`src/rtl/spi_mem_responder.sv`:
```
`default_nettype none
// ============================================================================
// Module      : spi_mem_responder
// Description : SPI mode-0 responder with a DEPTH x 8 register file that
//               supports read (0x03) and write (0x02) commands. Define
//               SPI_RESP_STATUS_EN to enable the status command (0x05).
// Revision    : 1.0 - initial release
// ============================================================================
module spi_mem_responder #(
   parameter int DEPTH = 16
) (
   input  logic clk,
   input  logic rst,
   input  logic sclk,
   input  logic cs_n,
   input  logic mosi,
   output logic miso,
   output logic miso_oe
);

   localparam int AW = (DEPTH > 1) ? $clog2(DEPTH) : 1;

   typedef enum logic [2:0] {
      IDLE    = 3'd0,
      CMD     = 3'd1,
      ADDR    = 3'd2,
      RD_DATA = 3'd3,
      WR_DATA = 3'd4,
      STATUS  = 3'd5,
      IGNORE  = 3'd6
   } state_t;

   state_t        r_state;
   state_t        w_state_nxt;

   logic          r_sclk_meta, r_sclk_sync, r_sclk_prev;
   logic          r_cs_meta, r_cs_sync, r_cs_prev;
   logic          r_mosi_meta, r_mosi_sync;

   logic [2:0]    r_bit_cnt;
   logic [7:0]    r_sh_in;
   logic [7:0]    r_sh_out;
   logic          r_miso;
   logic          r_is_read;
   logic [AW-1:0] r_ptr;
   logic [7:0]    r_mem [DEPTH];

   logic          w_rise;
   logic          w_fall;
   logic          w_cs_fall;
   logic          w_byte_done;
   logic [7:0]    w_byte;
   logic [7:0]    w_load_byte;
   logic [7:0]    w_status_byte;

   assign w_rise      = r_sclk_sync & ~r_sclk_prev;
   assign w_fall      = ~r_sclk_sync & r_sclk_prev;
   assign w_cs_fall   = r_cs_prev & ~r_cs_sync;
   assign w_byte      = {r_sh_in[6:0], r_mosi_sync};
   assign w_byte_done = w_rise && (r_bit_cnt == 3'd7);

`ifdef SPI_RESP_STATUS_EN
   logic [4:0] r_wr_cnt;
   assign w_status_byte = {3'b000, r_wr_cnt};
`else
   assign w_status_byte = 8'h00;
`endif

   assign w_load_byte = (r_state == STATUS) ? w_status_byte : r_mem[r_ptr];

   assign miso_oe = ((r_state == RD_DATA) || (r_state == STATUS)) && !r_cs_sync;
   assign miso    = r_miso & miso_oe;

   always_comb begin
      w_state_nxt = r_state;
      if ((r_state != IDLE) && r_cs_sync) begin
         w_state_nxt = IDLE;
      end else begin
         case (r_state)
            IDLE: if (w_cs_fall) w_state_nxt = CMD;
            CMD: begin
               if (w_byte_done) begin
                  case (w_byte)
                     8'h03, 8'h02: w_state_nxt = ADDR;
`ifdef SPI_RESP_STATUS_EN
                     8'h05:        w_state_nxt = STATUS;
`endif
                     default:      w_state_nxt = IGNORE;
                  endcase
               end
            end
            ADDR: if (w_byte_done) w_state_nxt = r_is_read ? RD_DATA : WR_DATA;
            default: ;
         endcase
      end
   end

   always_ff @(posedge clk or posedge rst) begin
      if (rst) begin
         r_sclk_meta <= 1'b0;
         r_sclk_sync <= 1'b0;
         r_sclk_prev <= 1'b0;
         r_cs_meta   <= 1'b1;
         r_cs_sync   <= 1'b1;
         r_cs_prev   <= 1'b1;
         r_mosi_meta <= 1'b0;
         r_mosi_sync <= 1'b0;
         r_state     <= IDLE;
         r_bit_cnt   <= 3'd0;
         r_sh_in     <= 8'h00;
         r_sh_out    <= 8'h00;
         r_miso      <= 1'b0;
         r_is_read   <= 1'b0;
         r_ptr       <= '0;
`ifdef SPI_RESP_STATUS_EN
         r_wr_cnt    <= 5'd0;
`endif
         for (int i = 0; i < DEPTH; i++) r_mem[i] <= 8'h00;
      end else begin
         r_sclk_meta <= sclk;
         r_sclk_sync <= r_sclk_meta;
         r_sclk_prev <= r_sclk_sync;
         r_cs_meta   <= cs_n;
         r_cs_sync   <= r_cs_meta;
         r_cs_prev   <= r_cs_sync;
         r_mosi_meta <= mosi;
         r_mosi_sync <= r_mosi_meta;
         r_state     <= w_state_nxt;

         if ((r_state == IDLE) || (w_state_nxt == IDLE)) r_bit_cnt <= 3'd0;
         else if (w_rise)                                  r_bit_cnt <= r_bit_cnt + 3'd1;

         if (w_rise) r_sh_in <= w_byte;

         case (r_state)
            CMD: begin
               if (w_byte_done) begin
                  r_is_read <= (w_byte == 8'h03);
`ifdef SPI_RESP_STATUS_EN
                  if (w_byte == 8'h05) begin
                     r_sh_out <= w_status_byte;
                     r_miso   <= w_status_byte[7];
                  end
`endif
               end
            end
            ADDR: begin
               if (w_byte_done) begin
                  r_ptr <= w_byte[AW-1:0];
                  if (r_is_read) begin
                     r_sh_out <= r_mem[w_byte[AW-1:0]];
                     r_miso   <= r_mem[w_byte[AW-1:0]][7];
                  end
               end
            end
            RD_DATA, STATUS: begin
               if (w_byte_done && (r_state == RD_DATA)) r_ptr <= r_ptr + AW'(1);
               // Counter at 0 on a fall means a byte boundary: reload (the first
               // such fall harmlessly reloads the byte already presented).
               if (w_fall) begin
                  if (r_bit_cnt == 3'd0) begin
                     r_sh_out <= w_load_byte;
                     r_miso   <= w_load_byte[7];
                  end else begin
                     r_sh_out <= {r_sh_out[6:0], 1'b0};
                     r_miso   <= r_sh_out[6];
                  end
               end
            end
            WR_DATA: begin
               if (w_byte_done) begin
                  r_mem[r_ptr] <= w_byte;
                  r_ptr        <= r_ptr + AW'(1);
`ifdef SPI_RESP_STATUS_EN
                  if (r_wr_cnt != 5'd31) r_wr_cnt <= r_wr_cnt + 5'd1;
`endif
               end
            end
            default: ;
         endcase

         if (w_state_nxt == IDLE) r_miso <= 1'b0;
      end
   end

endmodule
`default_nettype wire

```
`config.mk`:
```
export PLATFORM = sky130hd
export DESIGN_NAME = spi_mem_responder
export DESIGN_NICKNAME = d
export VERILOG_FILES = /design/src/rtl/spi_mem_responder.sv
export SDC_FILE = /design/constraint.sdc
export NUM_CORES = 1
export LEC_CHECK = 0
export CORE_AREA = 2 2 118 149
export DETAILED_ROUTE_END_ITERATION = 12
export DIE_AREA = 0 0 120 151
export PLACE_DENSITY_LB_ADDON = 0.15
export SETUP_SLACK_MARGIN = 0.3
export SLEW_MARGIN = 10
export SYNTH_ARGS = -nofsm -noshare
export SYNTH_HDL_FRONTEND = slang
export SYNTH_SLANG_ARGS = --single-unit
```
`constraint.sdc`:
```
create_clock -name clk -period 4.75 [get_ports clk]
set_input_delay 0.7125 -clock clk [delete_from_list [all_inputs] [get_ports clk]]
set_output_delay 0.7125 -clock clk [all_outputs]
set_load 0.005 [all_outputs]
```
==> flow_summary.yaml, run 1 <==
floorplanning:
  die_y_um: 151
  coreArea_um2: 16600
  ios: 7
  die_w_um: 120
  die-area_um2: 18100
  start_util_pct: 52.5
  rows: 53
placement:
  dpl.hpwl_um: 14400
  io_buffers: 6
  dp_cells: 827
  gp_congestion: 0.918
worst_setup_path:
  critical-path-max-stage-delay_ns: 0.60
  crit_fanout: 14
  critical_path_class: "reg -> out"
  worst_setup_path_start_kind: "register"
  cp.arrival_ns: 2.59
  crit_chain: "nor2b_1, o21ai_1, nor2_1, and2_1, clkdlybuf4s50_1"
  worstSetupEndpointType: "primary output"
  cp.depth: 5
  critPathRequiredTime_ns: 4.04
  critical_path.top_delay_family: "simple AND/OR/NAND/NOR gates"
  reg2reg_depth: 6
  slowest_stage: "dfrtp_1"
  timing.critical_path.buf_inv: 1
cells_and_area:
  syn2layout_area_growth_pct: 8.58
  antennaDiodeCount: 0
  final_cells: 859
  final_util_pct: 57.0
  fillers: 1313
  final_layout_size_suffix_gt1_share_pct: 39.7
  final_net_count: 638
timing:
  clock_skew_ns: 0.0136
  hold_viol: 0
  timing.hold.ws_ns: 0.348
  fin_crit_ns: 3.30
  worst_slew_pin_slew_ns: 0.893
  setup_viol: 0
  maxSlewViolCount: 0
  rsz0062_at_grt: "no"
  slew_headroom_pct: 40.3
  fin_tns_setup_ns: 0
  max_freq_mhz: 303
  finalCritPeriodShare_pct: 69.5
flow_run:
  maxCapViolations: 0
power:
  leakage_nw: 4.17
  peakVddDrop_mv: 0.238
  p_per_area_nw_per_um2: 328
grt:
  grt_pass1_vias: 5689
  grt_remaining_overflow: 0
  grt_usage_pct: 26.0
  grt_max_degree: 107
  grt_first_pass_wirelength_um: 34700
  antenna_found_initial: 0
drt:
  drtIter0Drc: 561
  wl_per_cell_um: 25.3
  drc: 0
  vias_per_cell: 6.46
  ant_nets: 0
  routed_wl_um: 21700
  dr.pass1.iters: 5
  vias: 5551
yosys:
  netlist_instances: 643
  ys_ff_latch: 162
  synthFlopType: "dfrtp_1"
  synth_edf_count: 0
  synth_seq_area_share_pct: 46.4
  ys_async_sr_fraction_pct: 100
  avgSynthCellArea_um2: 13.6
  synth_cell_types: 57
  syn-num-nets: 655
  ys_warn_count: 0
  synth.cell_area_um2: 8740
clocking:
  cts_made_buffers: 17
  cts_tree: "built"
  cts-resized-gates: 0
  post-cts-setup-buffer-count: 0
  h-tree-depth: 4
  cts_root_buffer: "clkbuf_16"
  cts.sinks: 162
  clk_pin_slew_ns: 0.06
  clock_path_buffers: 2
  clkLatencyLatePin_ns: 0.44
  holdBufCountCts: 0
min_path:
  hold_path_class: "reg -> reg"
  hold_depth: 0
outcome:
  status: "finished, final reports clean"
==> power by group <==
| group | total (W) | switching (W) | internal (W) |
|---|---|---|---|
| Clock | 0.00134 | 0.000595 | 0.000741 |
| Sequential | 0.00156 | 0.000161 | 0.00140 |
| Combinational | 0.000210 | 0.000123 | 0.0000877 |
| Total | 0.00311 | 0.000879 | 0.00223 |
==> final timing paths <==
check / to / slack, ns / from
setup / recovery: miso / 1.45 / r_state[1]
max in group asynchronous: r_mosi_sync / 3.28 / rst
setup reg to reg: r_sh_out[3] / 2.14 / r_ptr[1]
hold reg to reg: r_mosi_sync / 0.35 / r_mosi_meta
min in group asynchronous: r_mem[18] / 0.58 / rst
hold / removal: r_mosi_sync / 0.35 / r_mosi_meta
==> per-layer routing <==
metal	vias to the layer above	share of wire, %	track usage, %
met5	-	0	0
met4	0	3.0	10.2
met3	37	4.6	4.48
met2	173	51	43.1
met1	2928	41	34.4
li1	2413	-	-
==> sequential cells by signal, indices dropped and copies added (netlist names) <==
signal / flops
r_bit_cnt: 3
r_cs_meta: 1
r_cs_prev: 1
r_cs_sync: 1
r_is_read: 1
r_mem: 128
r_miso: 1
r_mosi_meta: 1
r_mosi_sync: 1
r_ptr: 4
r_sclk_meta: 1
r_sclk_prev: 1
r_sclk_sync: 1
r_sh_in: 7
r_sh_out: 7
r_state: 3
==> cell type report <==
type	count	area, um2	area share, %
tap	220	275	2.90
sequential	162	4060	42.8
clock inverter	14	130	1.37
timing repair buffer	17	155	1.64
inverter	9	37.5	0.396
clock buffer	18	439	4.63
multi-input combinational	419	4390	46.2
==> Yosys cell counts (2+ instances only) <==
cell type | number | share of area [%]
buf_2 | 16 | 0.92
mux2_2 | 120 | 15
nor2_1 | 13 | 0.56
ha_1 | 7 | 1.0
buf_1 | 3 | 0.13
o211a_1 | 3 | 0.34
o2111ai_1 | 5 | 0.50
dfstp_2 | 3 | 0.90
and2_1 | 2 | 0.14
a41oi_1 | 3 | 0.30
dfrtp_1 | 159 | 46
nor3_1 | 5 | 0.29
nand3_4 | 10 | 2.0
a31oi_1 | 7 | 0.50
nand3_2 | 6 | 0.69
nand2_1 | 46 | 2.0
and3_1 | 2 | 0.14
mux4_2 | 58 | 15
mux2_1 | 7 | 0.90
a211oi_1 | 2 | 0.17
nor2b_1 | 10 | 0.72
mux2i_1 | 21 | 2.4
o21ai_0 | 23 | 1.3
nand3_1 | 11 | 0.63
nand2b_1 | 4 | 0.29
inv_1 | 8 | 0.34
nand3b_1 | 3 | 0.26
buf_4 | 7 | 0.60
a22oi_1 | 8 | 0.69
nand4_1 | 8 | 0.57
clkbuf_1 | 25 | 1.1
a21oi_1 | 13 | 0.74
==> through the flow <==
stage                     setup WS (ns)  area (um2)  power, W
final                              1.45        9490   0.00311
after detailed placement           1.93        8920   0.00180
after CTS                          1.47        9490   0.00313
after global routing               1.26        9490   0.00322
after floorplan                    1.98        8740   0.00170
after global placement             2.01        8920   0.00179
==> logic make-up after synthesis <==
logic type                 share of synthesized area, %
AOI/OAI and AO/OA                                  5.87
xor gates and xnor gates                          0.100
adders and majority gates                          1.00
buffers and inverters                              3.47
DFF                                                46.4
muxes                                              33.7
and+or+nand+nor                                    9.41
==> placed cells by master, fill, tap and decap left out, types with 11 or more instances in the layout <==
master,netlist,final
nand2_1,46,46
a21oi_1,13,13
mux2i_1,21,21
o21ai_0,23,23
mux4_2,58,58
clkbuf_16,0,17
nor2_1,13,13
dfrtp_1,159,154
mux2_2,120,120
nand3_1,11,11
(Power assumes the default switching activity.)
==> run 2: changes to the inputs <==
- clock period: 4.75 -> 3 ns (I/O delays scaled with it)
==> flow_summary.yaml, run 2 (synthesis gave the netlist of run 1 again) <==
floorplanning:
  rows: 53
  die-area_um2: 18100
  start_util_pct: 52.5
  coreArea_um2: 16600
  die_y_um: 151
  ios: 7
  die_w_um: 120
placement:
  io_buffers: 6
  dpl.hpwl_um: 15300
  dp_cells: 838
  gp_congestion: 0.882
  dpl_worst_slack_ns: 0.599
drt:
  dr.pass1.iters: 5
  drtIter0Drc: 500
  wl_per_cell_um: 25.7
  drc: 0
  ant_nets: 0
  vias_per_cell: 6.48
  vias: 5640
  routed_wl_um: 22400
grt:
  grt_remaining_overflow: 0
  grt_first_pass_wirelength_um: 35900
  grt_pass1_vias: 5989
  antenna_found_initial: 0
  grt_max_degree: 63
  grt_usage_pct: 26.9
cells_and_area:
  layout_commonest_cell: "dfrtp_1"
  top_register: "r_mem"
  final_net_count: 649
  syn2layout_area_growth_pct: 10.1
  antennaDiodeCount: 0
  final_cells: 870
  final_cell_mix: "153 x dfrtp_1, 120 x mux2_2, 58 x mux4_2, 46 x nand2_1, 23 x o21ai_0"
  fillers: 1349
  largest_register_ffs: 128
  reg_top3: "r_mem: 128 flops, r_sh_in: 7 flops, r_sh_out: 7 flops"
  final_layout_size_suffix_gt1_share_pct: 40.6
  final_util_pct: 57.8
outcome:
  status: "finished, final reports clean"
worst_setup_path:
  reg2reg_slack_ns: 0.60
  critical-path-max-stage-delay_ns: 0.51
  critical_path.top_delay_family: "simple AND/OR/NAND/NOR gates"
  timing.rr.start: "r_bit_cnt[1]"
  worst_setup_path_start_kind: "register"
  endpoint: "miso"
  critical_path_class: "reg -> out"
  worstSetupEndpointType: "primary output"
  cp.arrival_ns: 2.14
  reg2reg_depth: 7
  critPathRequiredTime_ns: 2.55
  crit_fanout: 10
  crit_start: "r_state[2]"
  slowest_stage: "dfrtp_1"
  cp.depth: 5
  crit_chain: "nor2b_2, o21ai_1, nor2_1, and2_1, clkdlybuf4s50_1"
  timing.critical_path.buf_inv: 1
  timing.rr.end: "r_mem[94]"
power:
  peakVddDrop_mv: 0.400
  leakage_nw: 4.24
  p_per_area_nw_per_um2: 515
  power_w: 0.00495
clocking:
  clock_path_buffers: 2
  cts_made_buffers: 17
  h-tree-depth: 4
  cts.sinks: 162
  clk_pin_slew_ns: 0.06
  cts_tree: "built"
  clkLatencyLatePin_ns: 0.43
  cts_root_buffer: "clkbuf_16"
timing:
  worst_slack_ns: 0.413
  setup_viol: 0
  fin_crit_ns: 2.59
  finalCritPeriodShare_pct: 86.2
  clock_skew_ns: 0.00583
  maxSlewViolCount: 0
  worst_slew_pin_slew_ns: 0.862
  hold_viol: 0
  rsz0062_at_grt: "no"
  max_freq_mhz: 387
  fin_tns_setup_ns: 0
  slew_headroom_pct: 42.5
min_path:
  hold_path_class: "in -> async"
flow_run:
  maxCapViolations: 0
==> run 2: cell count changes in the layout (fill, tap and decap cells not counted) <==
cell and delta:
buf_4 +7, inv_6 -5, buf_12 +4, clkinv_2 +4
clkbuf_1 +3, clkinvlp_4 -2, bufinv_16 +1, clkinv_4 -1
dfrtp_1 -1, dfrtp_2 +1, nor2b_1 -1, nor2b_2 +1
==> run 2: through the flow <==
| stage | hold WS (ns) | cell area (um2) |
|---|---|---|
| floorplan | 0.331 | 8740 |
| global placement | 0.331 | 9050 |
| detailed placement | 0.335 | 9050 |
| CTS | 0.322 | 9610 |
| global route | 0.340 | 9620 |
| finish | 0.323 | 9620 |
==> run 2: area by class of cell <==
class	instances	area, um2	area share (%)
clock buffer	21	450	4.68
sequential	162	4070	42.3
inverter	9	37.5	0.390
multi-input combinational	419	4390	45.6
clock inverter	11	113	1.17
tap	220	275	2.86
timing repair buffer	28	288	2.99
==> run 2: per-layer routing <==
| layer | global-route usage [%] | vias up | part of all wire [%] |
|---|---|---|---|
| li1 | - | 2429 | - |
| met1 | 34.1 | 2981 | 41 |
| met2 | 46.4 | 186 | 53 |
| met3 | 4.56 | 44 | 4.1 |
| met4 | 9.88 | 0 | 2.7 |
| met5 | 0 | - | 0 |
==> run 2: how the worst min path moves through the flow <==
| stage | startpoint | to | slack [ns] | cells past startpoint |
|---|---|---|---|---|
| after CTS | rst | r_mem[11] | 0.32 | 2 |
| after global routing | rst | r_mem[11] | 0.34 | 2 |
| after global placement | r_mosi_meta | r_mosi_sync | 0.33 | 0 |
| final | rst | r_mem[12] | 0.32 | 2 |
| after floorplan | r_mosi_meta | r_mosi_sync | 0.33 | 0 |
| after detailed placement | r_mosi_meta | r_mosi_sync | 0.34 | 0 |
==> run 2: report_power, final <==
group	total [W]	switching (W)	leakage [nW]	internal (W)
registers	0.00238	0.000159	2.22	0.00222
clock network	0.00210	0.000861	0.272	0.00124
logic	0.000469	0.000302	1.75	0.000167
total	0.00495	0.00132	4.24	0.00363
==> run 2: worst register-to-register path, stage by stage, from the launching register on <==
cell      delay (ns)
dfrtp_1         0.37
ha_1            0.15
ha_1            0.19
nand3b_1        0.20
nor4b_4         0.35
buf_12          0.24
nand3_2         0.37
mux2_2          0.41
==> run 2: what timing repair did <==
action / 4_1_cts / 5_1_grt
gates resized for setup: 0 / 2
buffers inserted: 0 / 0
hold endpoints to repair: 0 / 0
hold buffers: 0 / 0
endpoints found under the setup margin: 0 / 2
